`src/rtl/enigma_seq.sv`:
```
// Rotor-pipeline sequencer: configures N_ROT external rotor stages, threads each character
// through them in encrypt or decrypt order, and steps the rotor odometer after every letter.
module enigma_seq #(
  parameter int unsigned N_ROT   = 3,
  parameter int unsigned TIMEOUT = 64,
  parameter int unsigned ALPHA   = 26
) (
  input  logic                 clk,
  input  logic                 reset,
  input  logic                 cfg_valid,
  output logic                 cfg_ready,
  input  logic [1:0]           cfg_sel,
  input  logic [31:0]          cfg_offset,
  input  logic [31:0]          cfg_delay,
  input  logic [8*ALPHA-1:0]   cfg_wiring,
  input  logic                 in_valid,
  output logic                 in_ready,
  input  logic [7:0]           in_char,
  input  logic                 dec,
  output logic                 out_valid,
  input  logic                 out_ready,
  output logic [7:0]           out_char,
  output logic                 err,
  output logic                 busy,
  output logic [N_ROT-1:0]     rot_set,
  output logic [N_ROT-1:0]     rot_en,
  output logic [N_ROT-1:0]     rot_valid,
  output logic [7:0]           rot_din,
  output logic [31:0]          rot_offset,
  output logic [31:0]          rot_delay,
  output logic [8*ALPHA-1:0]   rot_wiring,
  output logic                 rot_dec,
  input  logic [8*N_ROT-1:0]   rot_dout,
  input  logic [N_ROT-1:0]     rot_done
);

  localparam int unsigned SW = (N_ROT > 1) ? $clog2(N_ROT) : 1;
  localparam int unsigned CW = $clog2(ALPHA);
  localparam int unsigned TW = $clog2(TIMEOUT + 1);

  typedef enum logic [2:0] {StIdle, StCfg, StIssue, StWait, StStep, StOut} state_e;

  state_e               state_q, state_d;
  logic [N_ROT-1:0]     mask_q, mask_d;
  logic [CW-1:0]        cnt_q [N_ROT];
  logic [CW-1:0]        cnt_d [N_ROT];
  logic [TW-1:0]        tmo_q, tmo_d;
  logic [SW-1:0]        stage_q, stage_d;
  logic [7:0]           char_q, char_d;
  logic [7:0]           din_q, din_d;
  logic                 dec_q, dec_d;
  logic [1:0]           sel_q, sel_d;
  logic [31:0]          off_q, off_d;
  logic [31:0]          dly_q, dly_d;
  logic [8*ALPHA-1:0]   wir_q, wir_d;

  logic                 stage_done;
  logic [7:0]           stage_dout;
  logic                 last_stage;
  logic                 carry;

  always_comb begin
    stage_done = 1'b0;
    stage_dout = 8'h00;
    for (int k = 0; k < int'(N_ROT); k++) begin
      if (stage_q == SW'(k)) begin
        stage_done = rot_done[k];
        stage_dout = rot_dout[8*k +: 8];
      end
    end
  end

  assign last_stage = dec_q ? (stage_q == '0) : (stage_q == SW'(N_ROT - 1));

  assign busy       = (state_q != StIdle);
  assign cfg_ready  = (state_q == StIdle);
  assign out_char   = char_q;
  assign rot_dec    = dec_q;
  assign rot_din    = din_d;
  assign rot_offset = off_q;
  assign rot_delay  = dly_q;
  assign rot_wiring = wir_q;

  always_comb begin
    state_d   = state_q;
    mask_d    = mask_q;
    cnt_d     = cnt_q;
    tmo_d     = tmo_q;
    stage_d   = stage_q;
    char_d    = char_q;
    din_d     = din_q;
    dec_d     = dec_q;
    sel_d     = sel_q;
    off_d     = off_q;
    dly_d     = dly_q;
    wir_d     = wir_q;
    carry     = 1'b0;
    in_ready  = 1'b0;
    out_valid = 1'b0;
    err       = 1'b0;
    rot_set   = '0;
    rot_en    = '0;
    rot_valid = '0;

    unique case (state_q)
      StIdle: begin
        // A pending config wins; the character waits for a later IDLE cycle.
        in_ready = (&mask_q) && !cfg_valid;
        if (cfg_valid) begin
          sel_d   = cfg_sel;
          off_d   = cfg_offset;
          dly_d   = cfg_delay;
          wir_d   = cfg_wiring;
          state_d = StCfg;
        end else if (in_valid && (&mask_q)) begin
          char_d = in_char;
          dec_d  = dec;
          if (in_char >= 8'h41 && in_char <= 8'h5A) begin
            stage_d = dec ? SW'(N_ROT - 1) : '0;
            state_d = StIssue;
          end else begin
            state_d = StOut;
          end
        end
      end
      StCfg: begin
        if (int'(sel_q) < int'(N_ROT)) begin
          for (int k = 0; k < int'(N_ROT); k++) begin
            if (int'(sel_q) == k) begin
              rot_set[k] = 1'b1;
              mask_d[k]  = 1'b1;
              cnt_d[k]   = '0;
            end
          end
        end else begin
          err = 1'b1;
        end
        state_d = StIdle;
      end
      StIssue: begin
        for (int k = 0; k < int'(N_ROT); k++) begin
          if (stage_q == SW'(k)) rot_valid[k] = 1'b1;
        end
        din_d   = char_q;
        tmo_d   = '0;
        state_d = StWait;
      end
      StWait: begin
        if (stage_done) begin
          char_d = stage_dout;
          if (last_stage) begin
            state_d = StStep;
          end else begin
            stage_d = dec_q ? (stage_q - SW'(1)) : (stage_q + SW'(1));
            state_d = StIssue;
          end
        end else if (tmo_q == TW'(TIMEOUT - 1)) begin
          err     = 1'b1;
          char_d  = 8'h3F;
          state_d = StOut;
        end else begin
          tmo_d = tmo_q + TW'(1);
        end
      end
      StStep: begin
        // Odometer: each wrap carries into the next rotor within the same cycle.
        carry = 1'b1;
        for (int k = 0; k < int'(N_ROT); k++) begin
          if (carry) begin
            rot_en[k] = 1'b1;
            if (cnt_q[k] == CW'(ALPHA - 1)) begin
              cnt_d[k] = '0;
            end else begin
              cnt_d[k] = cnt_q[k] + CW'(1);
              carry    = 1'b0;
            end
          end
        end
        state_d = StOut;
      end
      StOut: begin
        out_valid = 1'b1;
        if (out_ready) state_d = StIdle;
      end
      default: state_d = StIdle;
    endcase
  end

  always_ff @(posedge clk) begin
    if (reset) begin
      state_q <= StIdle;
      mask_q  <= '0;
      cnt_q   <= '{default: '0};
      tmo_q   <= '0;
      stage_q <= '0;
      char_q  <= 8'h00;
      din_q   <= 8'h00;
      dec_q   <= 1'b0;
      sel_q   <= 2'd0;
      off_q   <= 32'd0;
      dly_q   <= 32'd0;
      wir_q   <= '0;
    end else begin
      state_q <= state_d;
      mask_q  <= mask_d;
      cnt_q   <= cnt_d;
      tmo_q   <= tmo_d;
      stage_q <= stage_d;
      char_q  <= char_d;
      din_q   <= din_d;
      dec_q   <= dec_d;
      sel_q   <= sel_d;
      off_q   <= off_d;
      dly_q   <= dly_d;
      wir_q   <= wir_d;
    end
  end

endmodule

```
`config.mk`:
```
export PLATFORM = sky130hd
export DESIGN_NAME = enigma_seq
export DESIGN_NICKNAME = d
export VERILOG_FILES = /design/src/rtl/enigma_seq.sv
export SDC_FILE = /design/constraint.sdc
export NUM_CORES = 1
export LEC_CHECK = 0
export CORE_AREA = 8 8 234 236
export CTS_CLUSTER_SIZE = 12
export DETAILED_ROUTE_END_ITERATION = 6
export DIE_AREA = 0 0 242 244
export GPL_TIMING_DRIVEN = 0
export PLACE_DENSITY = 0.61
export SETUP_SLACK_MARGIN = 0.2
export SLEW_MARGIN = 20
export SYNTH_ARGS = -nofsm -noshare
export SYNTH_HDL_FRONTEND = slang
export SYNTH_SLANG_ARGS = --single-unit
export TNS_END_PERCENT = 1
```
`constraint.sdc`:
```
create_clock -name clk -period 2.4 [get_ports clk]
set_clock_uncertainty 0.05 [all_clocks]
set_input_delay 0.72 -clock clk [delete_from_list [all_inputs] [get_ports clk]]
set_output_delay 0.72 -clock clk [all_outputs]
set_load 0.01 [all_outputs]
```
# After elaboration in Yosys (flattened, before gate mapping)
# Index checks and enable logic that the tools add are counted.
# Widths: inputs -> output; s select.
dict set report totals {
  inputBits 315
  regBits 321
}
dict set report op_classes {
  muxes 65
  bitwise_logic 1
  reduce_logical 24
  n_lt_le_gt_ge 3
  addsub 6
  eq_ne 29
}
# operator n
set op_table {}
lappend op_table {{$mux 8} 8}
lappend op_table {{$mux 5} 8}
lappend op_table {{$mux 3} 11}
lappend op_table {{$pmux 15 s2} 1}
lappend op_table {{$ne 2x2->1 const B} 12}
lappend op_table {{$reduce_and 3->1} 8}
lappend op_table {{$mux 1} 22}
lappend op_table {{$pmux 8 s2} 1}
lappend op_table {{$add 5x1->5 const B} 3}
lappend op_table {{$eq 5x5->1 const B} 3}
lappend op_table {{$mux 15} 1}
lappend op_table {{$pmux 3 s5} 1}
lappend op_table {{$mux 2} 7}
lappend op_table {{$mux 7} 2}
lappend op_table {{$pmux 7 s2} 1}
lappend op_table {{$reduce_and 4->1} 3}
lappend op_table {{$ge 8x7->1 const B} 1}
lappend op_table {{$le 8x7->1 const B} 1}
lappend op_table {{$add 7x1->7 const B} 1}
lappend op_table {{$eq 7x6->1 const B} 1}
lappend op_table {{$eq 2x2->1 const B} 3}
lappend op_table {{$eq 3x2->1 const B} 2}
lappend op_table {{$eq 3x3->1 const B} 2}
lappend op_table {{$reduce_and 6->1} 1}
lappend op_table {{other kinds (18)} 24}

# Depth between registers and ports, before layout
dict set report depth {
  ltp_word 7
  ltp_mapped 9
  depth_no_buf 7
}

# Least setup slack after synthesis
# Ideal clock, no wire load.
dict set report synth_timing {
  path_kind {input to output}
  from {input port rot_done[2]}
  to {output port err}
  t_arrival_ns 1.484
  path_slack_ns 0.146
  path_stages 5
  path_cell_list {nor2b_1 -> a21o_1 -> nand3_1 -> o21ai_0 -> and3_1}
}
dict set report synth_between {
  elab_chain_cells 3
}
# element line
set synth_rtl {}
lappend synth_rtl {{start, declared} 34} ;# input logic [N_ROT-1:0] rot_done
lappend synth_rtl {{$mux 1} 66} ;# if (stage_q == SW'(k)) begin
lappend synth_rtl {{$mux 1} 149} ;# if (stage_done) begin
lappend synth_rtl {{$pmux 1 s2} 105} ;# unique case (state_q)
lappend synth_rtl {{end, declared} 23} ;# output logic err,
# Every way passes these cells.

# Worst setup path after layout
dict set report layout_timing {
  from {input port rot_done[1]}
  to {output port err}
}
dict set report layout_between {
  elab_chain_cells 4
}
# element line
set layout_rtl {}
lappend layout_rtl {{$mux 1 (2 in a row)} 66}
lappend layout_rtl {{$mux 1} 149}
lappend layout_rtl {{$pmux 1 s2} 105}
# Every way passes these cells.

==> qor.log <==
qor: outcome.run_status finished, violations left
qor: outcome.violations_in_the_final_reports setup timing
qor: routing.wirelength 54.82 mm
qor: synth.post_synth.cell_area_avg 7.952 um2
qor: routing.route.detailed.wl_per_inst 19.05 um
qor: setup_path.endpoint_of_the_worst_slack_reg_to_reg_timing_path stage_q[1]$_SDFFE_PP0P_
qor: synth.yosys.area.top_type sky130_fd_sc_hd__dfxtp_1
qor: synth.post_synth_inst_count 1489
qor: power_and_ir_drop.power.clock.fraction 42.1%
qor: global_routing.grt_max_degree 13
qor: timing.maxSlewHeadroom 48.39%
qor: timing.unrepaired_setup_endpoints_after_global_routing true
qor: setup_path.critical_path_arrival 1980 ps
qor: synth.synth_cell_type_count 61
qor: clock_tree.clock_sinks 316
qor: clock_tree.tritoncts yes
qor: floorplanning.dieHeight 244 um
qor: layout.drive_above_1_share 9.795%
qor: synth.share_of_flip_flops_with_an_asynchronous_set_or_reset 0%
qor: synth.synth_top_cells_by_area sky130_fd_sc_hd__dfxtp_1 53%, sky130_fd_sc_hd__nand2_1 18%, sky130_fd_sc_hd__a21oi_1 12%
qor: routing.antenna_violating_nets_post_route 0
qor: setup_path.worstSetupStartpointType input pin
qor: setup_path.worst-endpoint-required 1630 ps
qor: layout.area_used_by_sequential_logic_in_the_layout 6346 um2
qor: floorplanning.placeableCoreArea 50890 um2
qor: worst_hold_path.holdCritPathClass reg2reg
qor: power_and_ir_drop.total_leakage_power 0.008825 uW
qor: power_and_ir_drop.vdd.ir_drop.worst 0.4957 mV
qor: timing.layout_setup_ws -354.7 ps
qor: routing.via_count 12720
qor: power_and_ir_drop.p_sw 3748 uW
qor: global_routing.wire_length_of_the_first_global_routing_pass 81.07 mm
qor: timing.tightestPinTransition 774.2 ps
qor: clock_tree.clock_tree.htree_level_count 2
qor: clock_tree.path_clk_slew 50 ps
qor: setup_path.critical_path_fanouts_max 2
qor: synth.synth_enable_flop_cells 0
qor: setup_path.setup_cp_type in2out
qor: layout.n_fill_cell 5248
qor: clock_tree.inserted_clock_buffers 38
qor: placed_design.portBuffers 616
qor: timing.timing.final.setup_violations 20
qor: floorplanning.initial_utilization 23.27%
qor: synth.postSynthNetCount 1812
qor: synth.synthesis.yosys.warnings 0
qor: synth.synthMostInstantiatedCell sky130_fd_sc_hd__nand2_1
qor: global_routing.grt_pass1_vias 13020
qor: floorplanning.chipWidth 242 um
qor: routing.drcViolationCount 0
qor: power_and_ir_drop.p_int 10320 uW
qor: layout.fin_util 39.74%
qor: layout.multi_input_comb_area 5155 um2
qor: run.cap_violations 0
qor: timing.finalWorstPathRequiredPeriod 2755 ps
qor: synth.synth_area 11840 um2
qor: worst_hold_path.hold-path-cell-count 2
qor: global_routing.grt_overflow_total 0
qor: global_routing.groute.usage.overall 17.56%
qor: routing.drt-pass1-iter-count 5
qor: synth.synth.top_cell.area_share 53.43%
qor: floorplanning.design.die.area 59050 um2
qor: routing.detail_route.iter0.violations 427
qor: setup_path.cp-end-kind primary output
qor: timing.max_freq 0.3630 GHz
qor: power_and_ir_drop.part_of_the_power_in_registers 40.9%
qor: floorplanning.num_rows 83
qor: clock_tree.clk_latency 540 ps
qor: timing.timing_hold_violations_final 0
qor: worst_hold_path.hold_path.startpoint rot_wiring[194]$_SDFFE_PP0P_
qor: synth.synth_sequential_area_ratio 53.43%
qor: routing.viasPerCell 4.418
qor: synth.synthTopCellsByCount 573 x sky130_fd_sc_hd__nand2_1, 316 x sky130_fd_sc_hd__dfxtp_1, 284 x sky130_fd_sc_hd__a21oi_1
qor: layout.design.final.nets 2492
qor: power_and_ir_drop.sw_share 26.64%
qor: power_and_ir_drop.pwr-share-comb 17.0%
qor: placed_design.dpl_wire_length 43.73 mm
qor: placed_design.place.gp.congestion 0.8866
qor: synth.number_of_storage_elements_in_the_synthesis_netlist 316
qor: floorplanning.io_pins 618
qor: clock_tree.cts_root_buf sky130_fd_sc_hd__clkbuf_16
qor: timing.fin_crit_sh 114.8%
qor: synth.synthFlopType sky130_fd_sc_hd__dfxtp_1
qor: global_routing.antenna_violations_before_repair 7
qor: timing.finalHoldWorstSlack 399.6 ps
qor: clock_tree.clk_path_buf_depth 3
qor: worst_hold_path.min_delay_worst_endpoint rot_wiring[194]$_SDFFE_PP0P_
qor: layout.syn2layout_area_growth 70.79%
qor: power_and_ir_drop.power.density 695.7 nW/um2
qor: setup_path.reg2reg_setup_slack 320 ps
qor: setup_path.worstRegToRegCells 8
qor: timing.finalMaxSlewViolations 0
qor: setup_path.worstReg2RegStart stage_q[0]$_SDFFE_PP0P_
## sequential cells by signal, indices dropped and copies added, names as in the netlist
register and flops:
rot_wiring 208, rot_dec 1, din_q 8, out_char 8
stage_q 2, sel_q 2, tmo_q 7, state_q 3
rot_delay 32, mask_q 3, rot_offset 32, cnt_q 10
## power by group through the flow
stage	sequential, uW	clock, uW	combinational (uW)
floorplan	6010	0	819
CTS	5760	6120	2430
finish	5760	5920	2390
global route	5800	6320	2610
detailed placement	5880	0	2580
global placement	5870	0	2560
## cells in the final DEF (no fill, tap or decap), types with 7 or more instances in the layout
| cell type | netlist | final |
|---|---|---|
| sky130_fd_sc_hd__dlygate4sd2_1 | 0 | 283 |
| sky130_fd_sc_hd__nand2b_1 | 9 | 9 |
| sky130_fd_sc_hd__clkbuf_16 | 0 | 41 |
| sky130_fd_sc_hd__nand2_1 | 573 | 572 |
| sky130_fd_sc_hd__a211oi_1 | 9 | 8 |
| sky130_fd_sc_hd__clkbuf_1 | 58 | 51 |
| sky130_fd_sc_hd__clkdlybuf4s50_1 | 0 | 312 |
| sky130_fd_sc_hd__mux2i_1 | 7 | 7 |
| sky130_fd_sc_hd__dfxtp_1 | 316 | 308 |
| sky130_fd_sc_hd__nor2_1 | 38 | 35 |
| sky130_fd_sc_hd__o21ai_0 | 20 | 17 |
| sky130_fd_sc_hd__buf_4 | 1 | 24 |
| sky130_fd_sc_hd__a21oi_1 | 284 | 284 |
| sky130_fd_sc_hd__buf_6 | 3 | 18 |
| sky130_fd_sc_hd__buf_1 | 9 | 7 |
| sky130_fd_sc_hd__clkinv_2 | 0 | 8 |
| sky130_fd_sc_hd__clkbuf_2 | 0 | 9 |
| sky130_fd_sc_hd__inv_1 | 14 | 11 |
| sky130_fd_sc_hd__buf_2 | 35 | 38 |
| sky130_fd_sc_hd__a22oi_1 | 8 | 8 |
| sky130_fd_sc_hd__nor2b_1 | 10 | 9 |
## metal layers
metal	vias up	global-route usage, %	share of wire, %
met5	-	0	0.091
li1	6239	-	-
met2	519	30.56	48
met3	92	8.230	10
met1	5857	18.74	39
met4	8	5.640	2.8
## through the flow
step / cell area [um2] / TNS, ps / setup WS (ps) / instances / power, uW
2_1_floorplan: 11840 / 0 / 195.5 / 1489 / 6830
3_3_place_gp: 18860 / -165310 / -946.1 / 2785 / 8430
3_5_place_dp: 18860 / -168230 / -941.3 / 2785 / 8465
4_1_cts: 20150 / -5505 / -392.7 / 2874 / 14310
5_1_grt: 20220 / -5920 / -423.5 / 2877 / 14730
6_report: 20220 / -4468 / -354.7 / 2878 / 14070
## cell type report
type / instances / share of cell area (%)
diodes: 3 / 0.03712
plain buffers: 106 / 2.636
clock buffers: 52 / 5.575
clock inverters: 14 / 0.7672
inverters: 15 / 0.2908
multi-input cells: 1052 / 25.49
flip-flops and latches: 316 / 31.38
well taps: 680 / 4.207
repair buffers: 640 / 29.61
## kinds of logic (layout without fill, tap and decap cells)
| group | after synthesis | count (layout) | share of synthesized area [%] |
|---|---|---|---|
| compound gates | 344 | 344 | 15.78 |
| buf+inv | 121 | 827 | 4.428 |
| simple gates | 675 | 675 | 23.43 |
| xor+xnor | 10 | 10 | 0.7397 |
| mux | 15 | 15 | 1.353 |
| fa+ha+maj | 8 | 8 | 0.8454 |
| other cells | 0 | 3 | 0 |
| flops | 316 | 316 | 53.43 |
## repair_timing
item                                    4_1_cts  5_1_grt
pin swaps                                    13       11
gates resized for setup                     451       26
hold buffers                                  0        0
gates cloned                                  1        0
endpoints found under the setup margin      582      126
setup buffers                                22        1
## worst max-delay path by stage
stage	startpoint	end	slack, ps
finish	rot_done[1]	err	-350
global placement	rot_done[1]	err	-950
CTS	stage_q[1]$_SDFFE_PP0P_	err	-390
detailed placement	rot_done[1]	err	-940
global route	stage_q[0]$_SDFFE_PP0P_	err	-420
floorplan	state_q[1]$_SDFFE_PP0P_	rot_din[0]	200
## worst max-delay path, cell delays in order
cell	delay, ps
sky130_fd_sc_hd__clkdlybuf4s50_1	480
sky130_fd_sc_hd__a21oi_4	160
sky130_fd_sc_hd__a21o_1	180
sky130_fd_sc_hd__nand3_2	70
sky130_fd_sc_hd__o21ai_1	70
sky130_fd_sc_hd__and3_1	190
sky130_fd_sc_hd__buf_6	120
No activity file was read; power rests on OpenSTA's default activity.
